--- config.mk ---
export PLATFORM = sky130hd
export DESIGN_NAME = vme_cmd_sequencer
export DESIGN_NICKNAME = d
export VERILOG_FILES = /design/src/rtl/vme_cmd_sequencer.sv
export SDC_FILE = /design/constraint.sdc
export NUM_CORES = 1
export LEC_CHECK = 0
export ABC_AREA = 0
export BUFFER_PORTS_ARGS = -buffer_cell sky130_fd_sc_hd__buf_2
export CAP_MARGIN = 10
export CORE_AREA = 5 5 117 119
export CTS_BUF_LIST = sky130_fd_sc_hd__clkbuf_4
export DETAILED_ROUTE_END_ITERATION = 8
export DIE_AREA = 0 0 122 124
export MAX_ROUTING_LAYER = met4
export PLACE_DENSITY = 0.7
export RECOVER_POWER = 100
export SLEW_MARGIN = 20
export SYNTH_ARGS = -nofsm -noshare
export SYNTH_HDL_FRONTEND = slang
export SYNTH_SLANG_ARGS = --single-unit
--- constraint.sdc ---
create_clock -name clk -period 2.08 [get_ports clk]
set_input_delay 0.416 -clock clk [delete_from_list [all_inputs] [get_ports clk]]
set_output_delay 0.416 -clock clk [all_outputs]
set_load 0.01 [all_outputs]
--- src/rtl/vme_cmd_sequencer.sv ---
// VME A24/D16 master sequencer: fetches one command per request, runs a single bus cycle, reports the result.
// Optional DTACK timeout is enabled by defining VME_SEQ_TIMEOUT_EN.
module vme_cmd_sequencer #(
  parameter int unsigned SETUP_CYC   = 2,
  parameter int unsigned TIMEOUT_CYC = 1024,
  parameter int unsigned GAP_CYC     = 4,
  parameter logic [5:0]  AM_CODE     = 6'h39
) (
  input  logic        clk,
  input  logic        rst,
  output logic        vme_cmd_rd,
  input  logic        start,
  input  logic [31:0] vme_cmd_reg,
  input  logic [31:0] vme_dat_reg_in,
  output logic [31:0] vme_dat_reg_out,
  output logic        vme_dat_wr,
  output logic [23:0] vme_addr,
  output logic [5:0]  vme_am,
  output logic        vme_write_b,
  output logic        vme_as_b,
  output logic        vme_ds_b,
  output logic [15:0] vme_data_out,
  output logic        vme_data_oe,
  input  logic [15:0] vme_data_in,
  input  logic        vme_dtack_b,
  output logic        busy
);

  localparam int unsigned CNT_SG  = (SETUP_CYC > GAP_CYC) ? SETUP_CYC : GAP_CYC;
  localparam int unsigned CNT_MAX = (CNT_SG > TIMEOUT_CYC) ? CNT_SG : TIMEOUT_CYC;
  localparam int unsigned CNT_W   = $clog2(CNT_MAX + 1) + 1;
  localparam logic [CNT_W-1:0] CNT_ONE    = CNT_W'(1);
  localparam logic [CNT_W-1:0] SETUP_LAST = CNT_W'(SETUP_CYC - 1);
  localparam logic [CNT_W-1:0] GAP_LAST   = CNT_W'(GAP_CYC - 1);
`ifdef VME_SEQ_TIMEOUT_EN
  localparam logic [CNT_W-1:0] TMO_LAST   = CNT_W'(TIMEOUT_CYC - 1);
`endif

  typedef enum logic [2:0] {
    ST_REQ     = 3'd0,
    ST_WAIT    = 3'd1,
    ST_SETUP   = 3'd2,
    ST_STROBE  = 3'd3,
    ST_RELEASE = 3'd4,
    ST_RESP    = 3'd5,
    ST_GAP     = 3'd6
  } state_t;

  state_t           state_q, state_d;
  logic [CNT_W-1:0] cnt_q, cnt_d;
  logic [23:0]      addr_l_q, addr_l_d;
  logic             wr_l_q, wr_l_d;
  logic [15:0]      wdata_l_q, wdata_l_d;
  logic [15:0]      rdata_q, rdata_d;
  logic             bad_q, bad_d;
  logic             tmo_q, tmo_d;

  logic        cmd_rd_q, cmd_rd_d;
  logic        dat_wr_q, dat_wr_d;
  logic        busy_q, busy_d;
  logic [31:0] dat_out_q, dat_out_d;
  logic [23:0] addr_q, addr_d;
  logic [5:0]  am_q, am_d;
  logic        write_b_q, write_b_d;
  logic        as_b_q, as_b_d;
  logic        ds_b_q, ds_b_d;
  logic [15:0] dout_q, dout_d;
  logic        oe_q, oe_d;

  logic unused_bits_s;
  assign unused_bits_s = ^{vme_cmd_reg[31:26], vme_dat_reg_in[31:16]};

  // State, command latches and registered outputs
  always_ff @(posedge clk) begin
    if (rst) begin
      state_q   <= ST_REQ;
      cnt_q     <= '0;
      addr_l_q  <= 24'd0;
      wr_l_q    <= 1'b0;
      wdata_l_q <= 16'd0;
      rdata_q   <= 16'd0;
      bad_q     <= 1'b0;
      tmo_q     <= 1'b0;
      cmd_rd_q  <= 1'b0;
      dat_wr_q  <= 1'b0;
      busy_q    <= 1'b0;
      dat_out_q <= 32'd0;
      addr_q    <= 24'd0;
      am_q      <= 6'd0;
      write_b_q <= 1'b1;
      as_b_q    <= 1'b1;
      ds_b_q    <= 1'b1;
      dout_q    <= 16'd0;
      oe_q      <= 1'b0;
    end else begin
      state_q   <= state_d;
      cnt_q     <= cnt_d;
      addr_l_q  <= addr_l_d;
      wr_l_q    <= wr_l_d;
      wdata_l_q <= wdata_l_d;
      rdata_q   <= rdata_d;
      bad_q     <= bad_d;
      tmo_q     <= tmo_d;
      cmd_rd_q  <= cmd_rd_d;
      dat_wr_q  <= dat_wr_d;
      busy_q    <= busy_d;
      dat_out_q <= dat_out_d;
      addr_q    <= addr_d;
      am_q      <= am_d;
      write_b_q <= write_b_d;
      as_b_q    <= as_b_d;
      ds_b_q    <= ds_b_d;
      dout_q    <= dout_d;
      oe_q      <= oe_d;
    end
  end

  // Next state, cycle counter and command/result latches
  always_comb begin
    state_d   = state_q;
    cnt_d     = cnt_q;
    addr_l_d  = addr_l_q;
    wr_l_d    = wr_l_q;
    wdata_l_d = wdata_l_q;
    rdata_d   = rdata_q;
    bad_d     = bad_q;
    tmo_d     = tmo_q;
    case (state_q)
      // REQ is left only once its request pulse has actually been driven (covers the cycle after reset)
      ST_REQ: begin
        if (cmd_rd_q) state_d = ST_WAIT;
        else          state_d = ST_REQ;
      end
      ST_WAIT: begin
        if (start) begin
          addr_l_d  = vme_cmd_reg[23:0];
          wr_l_d    = vme_cmd_reg[24];
          wdata_l_d = vme_dat_reg_in[15:0];
          rdata_d   = 16'd0;
          tmo_d     = 1'b0;
          cnt_d     = '0;
          if (vme_cmd_reg[25] ^ vme_cmd_reg[24]) begin
            bad_d   = 1'b0;
            state_d = ST_SETUP;
          end else begin
            bad_d   = 1'b1;
            state_d = ST_RESP;
          end
        end else begin
          state_d = ST_REQ;
        end
      end
      ST_SETUP: begin
        if (cnt_q == SETUP_LAST) begin
          cnt_d   = '0;
          state_d = ST_STROBE;
        end else begin
          cnt_d   = cnt_q + CNT_ONE;
        end
      end
      ST_STROBE: begin
        if (!vme_dtack_b) begin
          if (!wr_l_q) rdata_d = vme_data_in;
          else         rdata_d = rdata_q;
          cnt_d   = '0;
          state_d = ST_RELEASE;
        end else begin
`ifdef VME_SEQ_TIMEOUT_EN
          if (cnt_q == TMO_LAST) begin
            tmo_d   = 1'b1;
            rdata_d = 16'd0;
            state_d = ST_RESP;
          end else begin
            cnt_d   = cnt_q + CNT_ONE;
          end
`else
          state_d = ST_STROBE;
`endif
        end
      end
      ST_RELEASE: begin
        if (vme_dtack_b) begin
          state_d = ST_RESP;
        end else begin
`ifdef VME_SEQ_TIMEOUT_EN
          if (cnt_q == TMO_LAST) begin
            tmo_d   = 1'b1;
            state_d = ST_RESP;
          end else begin
            cnt_d   = cnt_q + CNT_ONE;
          end
`else
          state_d = ST_RELEASE;
`endif
        end
      end
      ST_RESP: begin
        cnt_d = '0;
        if (GAP_CYC == 0) state_d = ST_REQ;
        else              state_d = ST_GAP;
      end
      ST_GAP: begin
        if (cnt_q == GAP_LAST) state_d = ST_REQ;
        else                   cnt_d   = cnt_q + CNT_ONE;
      end
      default: state_d = ST_REQ;
    endcase
  end

  // Outputs are decoded from the next state so the registered copies line up with the state
  always_comb begin
    cmd_rd_d  = (state_d == ST_REQ);
    busy_d    = (state_d != ST_REQ) && (state_d != ST_WAIT);
    dat_wr_d  = 1'b0;
    dat_out_d = dat_out_q;
    addr_d    = 24'd0;
    am_d      = 6'd0;
    write_b_d = 1'b1;
    as_b_d    = 1'b1;
    ds_b_d    = 1'b1;
    dout_d    = 16'd0;
    oe_d      = 1'b0;
    case (state_d)
      ST_SETUP, ST_STROBE, ST_RELEASE: begin
        addr_d    = addr_l_d;
        am_d      = AM_CODE;
        write_b_d = ~wr_l_d;
        if (wr_l_d) begin
          dout_d = wdata_l_d;
          oe_d   = 1'b1;
        end else begin
          dout_d = 16'd0;
          oe_d   = 1'b0;
        end
        if (state_d == ST_STROBE) begin
          as_b_d = 1'b0;
          ds_b_d = 1'b0;
        end else begin
          as_b_d = 1'b1;
          ds_b_d = 1'b1;
        end
      end
      ST_RESP: begin
        dat_wr_d  = 1'b1;
        dat_out_d = {tmo_d, bad_d, 14'd0, rdata_d};
      end
      default: dat_wr_d = 1'b0;
    endcase
  end

  assign vme_cmd_rd      = cmd_rd_q;
  assign vme_dat_wr      = dat_wr_q;
  assign busy            = busy_q;
  assign vme_dat_reg_out = dat_out_q;
  assign vme_addr        = addr_q;
  assign vme_am          = am_q;
  assign vme_write_b     = write_b_q;
  assign vme_as_b        = as_b_q;
  assign vme_ds_b        = ds_b_q;
  assign vme_data_out    = dout_q;
  assign vme_data_oe     = oe_q;

endmodule
==> impl_results.md <==
* Status: complete, no violations
* Drt pass-1 iters at 5
* Power Total at roughly 6.0 mW
* Hold Fails Final Rpt at 0
* Total GRT Usage at 17.6%
* Mean area per synthesized cell at just over 9 µm²
* Die Span Y at approximately 120 µm
* TritonCTS Buffers at 17
* Largest net degree at the start of global routing at 44
* Clk Latency, worst-skew pair at 0.54 ns
* Synthesis warning total at 0
* Post-synth EDFFs at 0
* RD Place Congestion at roughly 0.87
* Normalized max-slew margin at between 30 and 40%
* Root Driver: clkbuf_4
* Via density at between 5 and 6
* Worst Setup Path Type: flop to flop
* Reg-to-reg endpoint: vme_dat_reg_out[3]$_SDFFE_PP0P_
* R2R Path Start: cnt_q[1]$_SDFFE_PP0P_
* Routed vias at around 4700
* Worst path depth at 7
* CP top delay family: simple AND/OR/NAND/NOR gates
* Die Wd at about 120 µm
* Hpwl dp at around 9100 µm
* Initial cell density of the core at 44.4%
* Initial antenna violation count at 1
* CTS clk-pin slew, worst paths at 0.11 ns
* WL per Instance at ~14 µm
* Slowest-stage cell, CP: dfxtp_1
* Num Clock Sinks at between 100 and 150
* Power Density at 916 nW/µm²
* Leakage at about 2.4 nW
* Min-delay src: vme_cmd_reg[16]
* Final instance area at roughly 6600 µm²
* Synth Instances at 610
* Port Buffers at 130
* Number of synthesized register bits at around 140
* CP Capture Type: flop
* Worst EP arrival at 2.46 ns
* FF-to-FF setup slack at 0.05 ns
* Maxcap violations at 0
* Pre-CTS WS at between 0.05 and 0.06 ns
* Area of the core at about 12000 µm²
* DRT antenna net count at 0
* Final Max Slew Viols at 0
* Minimum clock period at around 2 ns
* P&R area growth vs syn at 18.5%
* Synthesized area at between 5000 and 6000 µm²
* Clock buffer depth at 2
* Asr flop ratio synth at 0%
* GRT overflow at 0
* WP buf/inv at 2
* Dpl cell area at 6360 µm²
* First-pass GRT wire length at about 21000 µm
* Fin cells at 916
* CP Cell Sequence: inv_1 -> ha_1 -> nor4b_2 -> and4b_1 -> o31ai_4 -> buf_12 -> mux2_2
* WL final at 13000 µm
* Final setup margin at approximately 0.052 ns
* Setup TNS at 0 ns
* Peak VDD IR at 0.368 mV
* Hold EP: addr_l_q[16]$_SDFF_PP0_
* Hold Crit Class: input port to flop
* Unique masters post-synth at between 50 and 60
* Worst EP required at about 2.5 ns
* WHS Path Cells at 3
* Top achievable clock speed at just under 500 MHz
* Synth top area share at between 50% and 60%
* Reg2Reg Depth at 7
* Number of setup buffers added after CTS at 0
* Seq/Total Area, Yosys at between 50% and 60%
* Final Util at 52.7%
* Layout cells sized above 1 at a little under a fifth
* Placed Cells at slightly below 900
* CTS tree: done
* Nets at just over 800
* Yosys top cell by area: dfxtp_1
* Row count at 41
* Slew of the pin with the lowest slew margin at 0.898 ns
* Initial DRC count at 270
* Max incr delay on CP at 0.41 ns
* CTS H-Tree Depth at 4
* Die Footprint at between 15000 and 20000 µm²
* Main flop type after synthesis: dfxtp_1
* # setup viols final at 0
* Vias in the first global route at ~4500
* Min Hold Slack at 0.124 ns
* Clock Skews at between 0.009 and 0.01 ns
* Part of the cycle the worst path needs at a little over nine tenths
* Startpoint types: flop
* Crit-path max FO at 18
* # DRC at 0
* Synth area leaders: dfxtp_1 (50%), nand2_1 (6.3%), a21oi_1 (6.1%)
* I/O pins at ~170
state kept, by name, indices dropped and copies added, names as in the netlist:
register	count
vme_cmd_rd	1
bad_q	1
wdata_l_q	16
wr_l_q	1
busy	1
rdata_q	16
vme_ds_b	1
addr_l_q	24
cnt_q	12
vme_data_oe	1
vme_am	1
vme_dat_reg_out	18
vme_data_out	16
state_q	3
vme_write_b	1
vme_dat_wr	1
tmo_q	1
vme_addr	24
placed cells by master (no fill, tap or decap), types with 3 or more instances in the layout:
cell	synthesis	final
dfxtp_1	139	139
nand2_1	93	93
clkbuf_1	32	71
a21oi_1	67	67
buf_2	6	60
nand3_1	49	49
nor2b_1	47	47
clkbuf_4	0	18
buf_4	20	18
a211oi_1	16	16
conb_1	1	16
o211ai_1	15	15
nor2_1	12	12
mux2_4	10	10
mux2_2	9	9
o31ai_1	8	8
or4_1	8	8
nor3_1	7	7
inv_1	6	6
nand2b_1	6	6
o21ai_0	5	5
clkinv_1	1	4
buf_12	1	4
a311o_1	3	3
a31oi_1	3	3
clkinvlp_4	0	3
bufinv_16	0	3
tightest hold or removal path, delay by kind of cell:
kind / cells / cell delay (ns)
buf+inv: 1 / 0.10
compound gates: 1 / 0.06
simple gates: 1 / 0.04
layer usage:
metal	global-route usage [%]	vias to the layer above	wire, µm
li1	-	2335	-
met1	20.7	2178	5470
met2	28.9	144	6450
met3	5.13	18	859
met4	6.51	0	200
met5	-	-	0
power by group:
group | switching (mW) | internal (mW) | leakage [nW] | total, mW
combinational | 0.832 | 0.530 | 1.08 | 1.36
sequential | 0.0908 | 2.81 | 1.12 | 2.90
clock | 0.922 | 0.827 | 0.147 | 1.75
total | 1.85 | 4.17 | 2.35 | 6.01
logic make-up (layout without fill, tap and decap cells):
group | after synthesis | count (layout) | synth area share (%)
multiplexers | 21 | 21 | 4.90
AO/OA/AOI/OAI | 127 | 127 | 14.6
AND/OR/NAND/NOR | 245 | 245 | 22.5
XOR/XNOR | 1 | 1 | 0.158
adder cells (fa/ha/maj) | 2 | 2 | 0.452
flip-flops | 139 | 139 | 50.2
buffers and inverters | 74 | 192 | 7.07
other | 1 | 17 | 0.0677
worst max-delay path by stage:
stage,from,endpoint
CTS,cnt_q[0]$_SDFFE_PP0P_,vme_cmd_rd$_SDFF_PP0_
floorplan,vme_dtack_b,vme_dat_reg_out[10]$_SDFFE_PP0P_
global route,cnt_q[1]$_SDFFE_PP0P_,vme_dat_reg_out[2]$_SDFFE_PP0P_
detailed placement,vme_dtack_b,vme_dat_reg_out[1]$_SDFFE_PP0P_
global placement,vme_dtack_b,vme_dat_reg_out[31]$_SDFFE_PP0P_
finish,cnt_q[1]$_SDFFE_PP0P_,vme_dat_reg_out[3]$_SDFFE_PP0P_
area by class of cell:
cell class	count	area [µm²]
fillers	1237	5900
flip-flops and latches	139	2780
multi-input cells	412	2470
repair buffers	154	787
well taps	172	215
clock inverters	13	151
clock buffers	18	135
inverters	7	26.3
diodes	1	2.50
synth_stat cells (all sizes together) (2+ instances only):
master / instances
dfxtp: 139
nand2: 93
a21oi: 67
nand3: 49
nor2b: 47
buf: 35
clkbuf: 32
mux2: 19
a211oi: 16
o211ai: 15
nor2: 12
o31ai: 9
or4: 8
nor3: 7
inv: 6
nand2b: 6
o21ai: 6
a311o: 3
a31oi: 3
and2: 2
and3: 2
and3b: 2
and4: 2
ha: 2
mux2i: 2
nand4: 2
nor3b: 2
nor4: 2
o21a: 2
repair_timing:
item / 4_1_cts / 5_1_grt
endpoints found under the setup margin: 0 / 4
gates resized for setup: 0 / 3
hold buffers: 0 / 0
No activity file was read; power rests on OpenSTA's default activity.
